[src/rtl/ulpi_pkg.sv]
// ulpi_pkg: shared definitions for the ULPI receive framer.
// Holds the RX CMD field layout, the RxEvent encodings, the framer state
// enum and the default maximum packet length.
package ulpi_pkg;

    // 1024 payload bytes + PID + CRC16
    localparam int DEFAULT_MAX_PKT_BYTES = 1027;

    // Width of the per-packet byte counter
    localparam int LEN_W = 11;

    // RX CMD field positions (each field is two bits wide)
    localparam int RXCMD_LS_LSB    = 0;
    localparam int RXCMD_VBUS_LSB  = 2;
    localparam int RXCMD_EVENT_LSB = 4;

    // RxEvent field encodings
    typedef enum logic [1:0] {
        RXEV_NONE       = 2'b00,
        RXEV_ACTIVE     = 2'b01,
        RXEV_DISCONNECT = 2'b10,
        RXEV_ERROR      = 2'b11
    } rx_event_t;

    // Framer states
    typedef enum logic [1:0] {
        S_IDLE = 2'd0,
        S_BUS  = 2'd1,
        S_PKT  = 2'd2
    } rx_state_t;

    // An RX CMD with one of these events closes the current packet
    function automatic logic is_eop_event(rx_event_t ev);
        return (ev == RXEV_NONE) || (ev == RXEV_DISCONNECT);
    endfunction

endpackage

[src/rtl/ulpi_rxcmd_decode.sv]
// ulpi_rxcmd_decode: purely combinational split of an RX CMD byte into
// line state, VBUS state and RxEvent. Bits [7:6] (ID / alt_int) are not
// needed by the framer and are therefore not brought in.
module ulpi_rxcmd_decode
    import ulpi_pkg::*;
(
    input  logic [5:0] rxcmd_i,
    output logic [1:0] linestate_o,
    output logic [1:0] vbus_o,
    output logic [1:0] rx_event_o
);

    assign linestate_o = rxcmd_i[RXCMD_LS_LSB    +: 2];
    assign vbus_o      = rxcmd_i[RXCMD_VBUS_LSB  +: 2];
    assign rx_event_o  = rxcmd_i[RXCMD_EVENT_LSB +: 2];

endmodule

[src/rtl/ulpi_rx_framer.sv]
// ulpi_rx_framer: link-side ULPI receive stage.
// Registers the ULPI pins, drops turnaround cycles, separates RX CMD bytes
// from data bytes, frames data into packets through a one-byte holding
// register (so the final byte can carry last/err) and publishes the most
// recent line state and VBUS state. The link never drives the bus: data
// out is a constant NOOP and stp is held low.
// Optional build macro ULPI_RX_STATS_EN adds saturating packet and error
// counters on pkt_count_o / err_count_o.
module ulpi_rx_framer
    import ulpi_pkg::*;
#(
    parameter int MAX_PKT_BYTES = DEFAULT_MAX_PKT_BYTES
)
(
    input  logic       clk_i,
    input  logic       rst_i,
    input  logic [7:0] ulpi_data_i,
    input  logic       ulpi_dir_i,
    input  logic       ulpi_nxt_i,
    output logic [7:0] ulpi_data_o,
    output logic       ulpi_stp_o,
    output logic       rx_valid_o,
    output logic [7:0] rx_data_o,
    output logic       rx_last_o,
    output logic       rx_err_o,
    output logic       rx_active_o,
    output logic [1:0] linestate_o,
    output logic [1:0] vbus_o
`ifdef ULPI_RX_STATS_EN
    ,
    output logic [15:0] pkt_count_o,
    output logic [15:0] err_count_o
`endif
);

    localparam logic [LEN_W-1:0] LP_MAX_LEN = LEN_W'(MAX_PKT_BYTES);

    // Registered pins
    logic            r_dir_q;
    logic            r_nxt_q;
    logic [7:0]      r_data_q;
    logic            r_dir_prev;

    // Decoded cycle type
    logic [1:0]      w_linestate;
    logic [1:0]      w_vbus;
    logic [1:0]      w_event_raw;
    rx_event_t       w_event;
    logic            w_turn;
    logic            w_bus;
    logic            w_dbyte;
    logic            w_rxcmd;
    logic            w_accept;
    logic            w_eop;
    logic            w_set_err;

    // FSM and status
    rx_state_t       r_state;
    logic            r_rx_active;
    logic [1:0]      r_linestate;
    logic [1:0]      r_vbus;

    // Framing
    logic [7:0]      r_hold;
    logic            r_hold_full;
    logic [LEN_W-1:0] r_len;
    logic            r_err_flag;
    logic            r_rx_valid;
    logic [7:0]      r_rx_data;
    logic            r_rx_last;
    logic            r_rx_err;

    ulpi_rxcmd_decode u_rxcmd_decode (
        .rxcmd_i     (r_data_q[5:0]),
        .linestate_o (w_linestate),
        .vbus_o      (w_vbus),
        .rx_event_o  (w_event_raw)
    );

    // Capture the pad signals every cycle; dir is also delayed once more to find turnarounds
    always_ff @(posedge clk_i) begin
        if (rst_i) begin
            r_dir_q    <= 1'b0;
            r_nxt_q    <= 1'b0;
            r_data_q   <= 8'h00;
            r_dir_prev <= 1'b0;
        end else begin
            r_dir_q    <= ulpi_dir_i;
            r_nxt_q    <= ulpi_nxt_i;
            r_data_q   <= ulpi_data_i;
            r_dir_prev <= r_dir_q;
        end
    end

    // Classify the registered cycle and derive the framing events for the current state
    always_comb begin
        w_event   = rx_event_t'(w_event_raw);
        w_turn    = r_dir_q & ~r_dir_prev;
        w_bus     = r_dir_q & ~w_turn;
        w_dbyte   = w_bus & r_nxt_q;
        w_rxcmd   = w_bus & ~r_nxt_q;
        w_accept  = w_dbyte && (r_state != S_IDLE);
        w_eop     = (r_state == S_PKT) &&
                    (!r_dir_q || (w_rxcmd && is_eop_event(w_event)));
        w_set_err = w_rxcmd && (w_event == RXEV_ERROR) && (r_state != S_IDLE);
    end

    // Track bus ownership and packet activity; rx_active is registered alongside the state
    always_ff @(posedge clk_i) begin
        if (rst_i) begin
            r_state     <= S_IDLE;
            r_rx_active <= 1'b0;
        end else begin
            case (r_state)
                S_IDLE: begin
                    if (w_turn) begin
                        if (r_nxt_q) begin
                            r_state     <= S_PKT;
                            r_rx_active <= 1'b1;
                        end else begin
                            r_state     <= S_BUS;
                        end
                    end
                end
                S_BUS: begin
                    if (!r_dir_q) begin
                        r_state <= S_IDLE;
                    end else if (w_dbyte ||
                                 (w_rxcmd && ((w_event == RXEV_ACTIVE) ||
                                              (w_event == RXEV_ERROR)))) begin
                        r_state     <= S_PKT;
                        r_rx_active <= 1'b1;
                    end
                end
                S_PKT: begin
                    if (w_eop) begin
                        r_state     <= r_dir_q ? S_BUS : S_IDLE;
                        r_rx_active <= 1'b0;
                    end
                end
                default: begin
                    r_state     <= S_IDLE;
                    r_rx_active <= 1'b0;
                end
            endcase
        end
    end

    // Every RX CMD refreshes the published line and VBUS state
    always_ff @(posedge clk_i) begin
        if (rst_i) begin
            r_linestate <= 2'b00;
            r_vbus      <= 2'b00;
        end else if (w_rxcmd) begin
            r_linestate <= w_linestate;
            r_vbus      <= w_vbus;
        end
    end

    // Hold one byte back so the final byte of a packet can be tagged when the packet ends
    always_ff @(posedge clk_i) begin
        if (rst_i) begin
            r_hold      <= 8'h00;
            r_hold_full <= 1'b0;
            r_len       <= '0;
            r_err_flag  <= 1'b0;
            r_rx_valid  <= 1'b0;
            r_rx_data   <= 8'h00;
            r_rx_last   <= 1'b0;
            r_rx_err    <= 1'b0;
        end else begin
            r_rx_valid <= 1'b0;
            r_rx_last  <= 1'b0;
            r_rx_err   <= 1'b0;
            if (w_eop) begin
                if (r_hold_full) begin
                    r_rx_valid <= 1'b1;
                    r_rx_data  <= r_hold;
                    r_rx_last  <= 1'b1;
                    r_rx_err   <= r_err_flag;
                end
                r_hold_full <= 1'b0;
                r_len       <= '0;
                r_err_flag  <= 1'b0;
            end else begin
                if (w_accept) begin
                    if (r_len < LP_MAX_LEN) begin
                        if (r_hold_full) begin
                            r_rx_valid <= 1'b1;
                            r_rx_data  <= r_hold;
                        end
                        r_hold      <= r_data_q;
                        r_hold_full <= 1'b1;
                        r_len       <= r_len + LEN_W'(1);
                    end else begin
                        r_err_flag <= 1'b1;
                    end
                end
                if (w_set_err) begin
                    r_err_flag <= 1'b1;
                end
            end
        end
    end

`ifdef ULPI_RX_STATS_EN
    logic [15:0] r_pkt_count;
    logic [15:0] r_err_count;

    // Count completed and errored packets from the published last strobes, saturating at all-ones
    always_ff @(posedge clk_i) begin
        if (rst_i) begin
            r_pkt_count <= 16'h0000;
            r_err_count <= 16'h0000;
        end else if (r_rx_valid && r_rx_last) begin
            if (r_pkt_count != 16'hFFFF) begin
                r_pkt_count <= r_pkt_count + 16'h0001;
            end
            if (r_rx_err && (r_err_count != 16'hFFFF)) begin
                r_err_count <= r_err_count + 16'h0001;
            end
        end
    end

    assign pkt_count_o = r_pkt_count;
    assign err_count_o = r_err_count;
`endif

    assign ulpi_data_o = 8'h00;
    assign ulpi_stp_o  = 1'b0;
    assign rx_valid_o  = r_rx_valid;
    assign rx_data_o   = r_rx_data;
    assign rx_last_o   = r_rx_last;
    assign rx_err_o    = r_rx_err;
    assign rx_active_o = r_rx_active;
    assign linestate_o = r_linestate;
    assign vbus_o      = r_vbus;

endmodule

[config.mk]
export PLATFORM = sky130hd
export DESIGN_NAME = ulpi_rx_framer
export DESIGN_NICKNAME = d
export VERILOG_FILES = /design/src/rtl/ulpi_pkg.sv /design/src/rtl/ulpi_rxcmd_decode.sv /design/src/rtl/ulpi_rx_framer.sv
export SDC_FILE = /design/constraint.sdc
export NUM_CORES = 1
export LEC_CHECK = 0
export ABC_AREA = 0
export CORE_MARGIN = 4
export CORE_UTILIZATION = 50
export DETAILED_ROUTE_END_ITERATION = 12
export GPL_TIMING_DRIVEN = 0
export PLACE_DENSITY = 0.84
export SKIP_LAST_GASP = 1
export SYNTH_ARGS = -nofsm -noshare
export SYNTH_HDL_FRONTEND = slang
export SYNTH_SLANG_ARGS = --single-unit
[constraint.sdc]
create_clock -name clk_i -period 3 [get_ports clk_i]
set_clock_uncertainty 0.05 [all_clocks]
set_input_delay 0.6 -clock clk_i [delete_from_list [all_inputs] [get_ports clk_i]]
set_output_delay 0.6 -clock clk_i [all_outputs]
set_load 0.1 [all_outputs]
After elaboration in Yosys (flattened, before gate mapping)
Cells that the tools add are included.
{"block": "classes", "add_sub_neg": 1, "magnitude_cmp": 1, "eq_ne": 12, "muxes": 24, "n_bitwise": 9, "n_reduce_logical": 26}
{"operator": "8-bit 2-to-1 mux", "n": 4}
{"operator": "1-bit 2-to-1 mux", "n": 13}
{"operator": "2-bit != test (second input constant)", "n": 6}
{"operator": "11-bit by 1-bit adder with 11-bit output (second input constant)", "n": 1}
{"operator": "11-bit < comparator (second input constant)", "n": 1}
{"operator": "2-bit 2-to-1 mux", "n": 5}
{"operator": "2-bit nonzero test", "n": 4}
{"operator": "2-bit equality test (second input constant)", "n": 3}
{"operator": "1-bit logical AND", "n": 6}
{"operator": "2-bit one-hot mux with 3 select lines", "n": 1}
{"operator": "2-bit AND reduction", "n": 3}
{"operator": "3-bit AND reduction", "n": 2}
{"operator": "1-bit NOT", "n": 5}
{"operator": "5-bit AND reduction", "n": 1}
{"operator": "1-bit AND", "n": 4}
{"operator": "2-bit by 1-bit equality test with 1-bit output (second input constant)", "n": 2}
{"operator": "2-bit logical NOT", "n": 2}
{"operator": "1-bit logical OR", "n": 4}
{"operator": "2-bit OR reduction", "n": 2}
{"operator": "3-bit != test (second input constant)", "n": 1}
{"operator": "1-bit one-hot mux with 3 select lines", "n": 1}
{"operator": "3-bit OR reduction", "n": 1}
{"operator": "1-bit logical NOT", "n": 1}
{"block": "word_totals", "regBits": 50, "in_bits": 12, "out_inout_bits": 25, "word_cells": 89}

Logic depth before layout (Yosys ltp)
{"block": "logic_depth", "depth_word": 10, "mapped_depth": 6, "depth_no_buf": 5}

By module
From an unflattened synthesis, not the netlist that was laid out.
{"block": "unflattened", "cells_unflattened": 245, "area_unflattened_um2": 2232.1}
{"mod": "ulpi_rx_framer", "n_inst": 1, "cells_each": 239, "area_per_inst_um2": 2187.1, "seq_area_each_um2": 1001.0}
{"mod": "ulpi_rxcmd_decode", "n_inst": 1, "cells_each": 6, "area_per_inst_um2": 45.0, "seq_area_each_um2": 0.0}

Worst setup path before layout
No wires, ideal clock.
{"block": "synth_timing", "path_type": "reg2reg", "from": "register r_len[2]", "to": "register r_len[6]", "arrival_time_ps": 1927, "required_ps": 2879, "path_slack_ps": 953, "stages_incl_launch_ff": 6, "path_buffers": 1, "period_less_slack_ps": 2047, "cell_sequence": "dfxtp_1 or4_4 o31a_1 buf_6 or4_1 a21oi_1"}
{"block": "synth_between", "elab_chain_len": 2, "word_cells_on_any_way": 3, "cone_classes": "1 x add/sub; 1 x order compare; 1 x reduce/logical"}
{"element": "from (decl)", "line_no": "ulpi_rx_framer.sv:66", "rtl": "logic [LEN_W-1:0] r_len;"}
{"element": "from (signal assigned)", "line_no": "ulpi_rx_framer.sv:194", "rtl": "r_len <= r_len + LEN_W'(1);"}
{"element": "11-bit < comparator", "line_no": "ulpi_rx_framer.sv:187", "rtl": "if (r_len < LP_MAX_LEN) begin"}
{"element": "2-bit AND reduction (no source line)"}
Several ways; a longest one is shown, not always the timed one.
A chain may end at the register's enable or synchronous reset.

Final worst setup path
{"block": "layout_timing", "from": "register r_vbus[0] (netlist: vbus_o[0])", "to": "output port vbus_o[0]"}
{"element": "from (decl)", "line_no": "ulpi_rx_framer.sv:61", "rtl": "logic [1:0] r_vbus;"}
{"element": "from (signal assigned)", "line_no": "ulpi_rx_framer.sv:156", "rtl": "r_vbus <= w_vbus;"}
{"element": "to (decl)", "line_no": "ulpi_rx_framer.sv:28", "rtl": "output logic [1:0] vbus_o"}
No word-level cell between the ends.

==> metrics.txt <==
run status complete, no violations; number of buffers inserted during clock tree synthesis 5; cell family contributing the most delay on the critical path buffers and inverters; DRC violation total after the first TritonRoute iteration approximately 120; nets@finish 294; path class of the lowest-slack min-delay path flip-flop to flip-flop; top library cells by usage in the layout, fill and taps aside sky130_fd_sc_hd__dfxtp_1, sky130_fd_sc_hd__clkdlybuf4s50_1, sky130_fd_sc_hd__a21oi_1, sky130_fd_sc_hd__nand2b_1, sky130_fd_sc_hd__clkbuf_1; Cells after DPL between 300 and 400; effective utilization at floorplan a little over half; critical path class flip-flop to output pin; ports placed on the boundary 37; Avg WL per Cell approximately 13 um; cell area after synthesis roughly 2200 um^2; antenna cell count 0; CTS clk-pin slew, worst paths roughly 0.09 ns; fraction of final layout cells sized beyond drive strength 1 8.51%; CP Buf/Inv Count 1; number of synthesized register bits 50; proportion of synthesized flip-flops having asynchronous set or reset 0%; number of synthesized flops with an enable pin 0; via/cell ratio approximately 5.5; largest net degree at the start of global routing 17; final core utilization around two thirds; HPWL after DPL a little over 3000 um; final std cell area, no fill around 2700 um^2; vias in the first global route between 1,500 and 2,000; filler-free cell count of the finished design about 330; kind of start point of the critical path flip-flop; remaining global-route overflow 0; Placer Congestion about 0.83; clock tree from TritonCTS done; Die H approximately 74 um; H-tree lvl count 2; CTS sink cnt 50; Synth warnings 0; number of buffers on the longest clock path 2; final slew viol count 0; quantity of I/O buffers inserted on ports 27; final setup vio count 0; CTS-repair resized insts 0; number of antenna violations at the first check in global routing 0; Avg Cell Area, Syn between 9 and 10 um^2; sequential-to-total area share from yosys stat 45.6%; clock root buffer master sky130_fd_sc_hd__clkbuf_8; core region area ~4100 um^2; RSZ-0062 raised after global routing no; main flop type after synthesis sky130_fd_sc_hd__dfxtp_1; largest voltage drop on the vdd net 281 uV; maximum achievable frequency just over 400 MHz; final WL roughly 4400 um; Critical Path End Type output pin; post-route minimum period approximately 2.4 ns; overall via count from detail_route approximately 1,800; required time at the worst-slack endpoint 2.35 ns; cell with the biggest individual delay on the critical path sky130_fd_sc_hd__clkdlybuf4s50_1; worst path arrival time about 1.8 ns; Die Area roughly 5500 um^2; area growth from synthesis to layout 22.1%; residual antenna-violating net count after detailed routing 0; total number of placement rows 23; Cell variety after synth 47; Clk Latency, worst-skew pair ~0.30 ns; Global Route Usage Sum 17.3%; detailed-routing iteration count for the pre-antenna-repair pass 5; post-place instance area approximately 2600 um^2; wire length of the first global-routing pass 7430 um; DRC Markers 0; maximum fanout along the worst path 2; synthesized instance count 239; maxcap violations 0; die width ~74 um; Worst slew margin a little over a third; most common library cell in the layout ignoring fill and taps sky130_fd_sc_hd__dfxtp_1; pwr dens between 400 and 500 nW/um^2; post-route fraction of the period consumed by the critical path between 80% and 90%; number of hold violations in the final report 0; stage delay of the slowest cell on the critical path roughly 1.1 ns; final sum of negative setup slack 0 ns; Critical Path, Cell by Cell clkdlybuf4s50_1; CTS Hold Bufs 0; leakage power around 0.94 nW; actual slew at the worst max-slew pin 0.968 ns; Post CTS Setup Buffer Count 0
## report_power, final
part	leakage [nW]	switching (W)	total (W)	internal [W]
Clock	0.0618	0.000222	0.000497	0.000274
Combinational	0.470	0.0000970	0.000144	0.0000472
Sequential	0.406	0.00000842	0.000683	0.000675
Total	0.938	0.000328	0.00132	0.000996
## layer usage
| layer | track usage, % | part of all wire, % | up-vias |
|---|---|---|---|
| li1 | - | - | 915 |
| met1 | 22.8 | 46 | 837 |
| met2 | 27.8 | 47 | 54 |
| met3 | 4.19 | 5.3 | 7 |
| met4 | 5.93 | 1.6 | 0 |
| met5 | 0 | 0 | - |
## worst paths after layout
kind,from,endpoint,slack (ns),cells past startpoint
setup reg to reg,r_len[2],r_len[6],0.80,5
hold / removal,r_data_q[6],r_hold[6],0.41,2
hold reg to reg,r_data_q[6],r_hold[6],0.41,2
setup / recovery,vbus_o[0],vbus_o[0],0.56,1
## cell families (layout without fill, tap and decap cells)
logic type	after synthesis	in the layout	synth area share [%]
compound gates	55	55	16.0
xor+xnor	1	1	0.399
fa+ha+maj	1	1	0.570
buf+inv	30	65	7.07
flops	50	50	45.6
mux	14	14	6.39
other cells	1	9	0.171
simple gates	87	87	23.8
## synth_stat cells (2+ instances only)
library cell / instances / area (um^2)
sky130_fd_sc_hd__nand2b_1: 18 / 113
sky130_fd_sc_hd__nor3_1: 2 / 10.0
sky130_fd_sc_hd__nor2b_1: 13 / 81.3
sky130_fd_sc_hd__dfxtp_1: 50 / 1000
sky130_fd_sc_hd__a21oi_1: 20 / 100
sky130_fd_sc_hd__nor2_1: 11 / 41.3
sky130_fd_sc_hd__nand3_1: 10 / 50.1
sky130_fd_sc_hd__buf_4: 9 / 67.6
sky130_fd_sc_hd__nand3b_1: 4 / 30.0
sky130_fd_sc_hd__a211oi_1: 2 / 15.0
sky130_fd_sc_hd__o31ai_1: 6 / 45.0
sky130_fd_sc_hd__and2_1: 2 / 12.5
sky130_fd_sc_hd__nor3b_1: 3 / 22.5
sky130_fd_sc_hd__nand2_1: 7 / 26.3
sky130_fd_sc_hd__mux2i_1: 14 / 140
sky130_fd_sc_hd__nor4_1: 2 / 12.5
sky130_fd_sc_hd__clkbuf_1: 16 / 60.1
sky130_fd_sc_hd__or4_1: 6 / 45.0
sky130_fd_sc_hd__inv_1: 3 / 11.3
sky130_fd_sc_hd__or3b_2: 2 / 17.5
sky130_fd_sc_hd__o21ai_0: 13 / 65.1
## stage by stage
stage,worst slack [ns],total power [W],hold slack [ns]
after floorplan,0.953,0.000811,0.379
after global placement,0.791,0.000840,0.394
after detailed placement,0.803,0.000842,0.397
after CTS,0.544,0.00133,0.408
after global routing,0.510,0.00136,0.449
final,0.562,0.00132,0.411
## sequential cells by signal, summed over array words and instances (netlist names)
signal       count
r_len           11
r_hold           8
rx_last_o        1
r_state          2
rx_data_o        8
r_hold_full      1
r_err_flag       1
linestate_o      2
rx_valid_o       1
r_dir_q          1
r_dir_prev       1
vbus_o           2
rx_err_o         1
r_data_q         8
r_nxt_q          1
rx_active_o      1
## area by class of cell
cell class | count | area, um^2
Tap cell | 50 | 62.6
Sequential cell | 50 | 1000
Buffer | 27 | 144
Timing Repair Buffer | 27 | 270
Inverter | 3 | 11.3
Clock buffer | 6 | 82.6
Multi-Input combinational cell | 167 | 1070
Clock inverter | 2 | 38.8
Fill cell | 343 | 1440
Note: power is estimated with default switching activity, not from simulation.
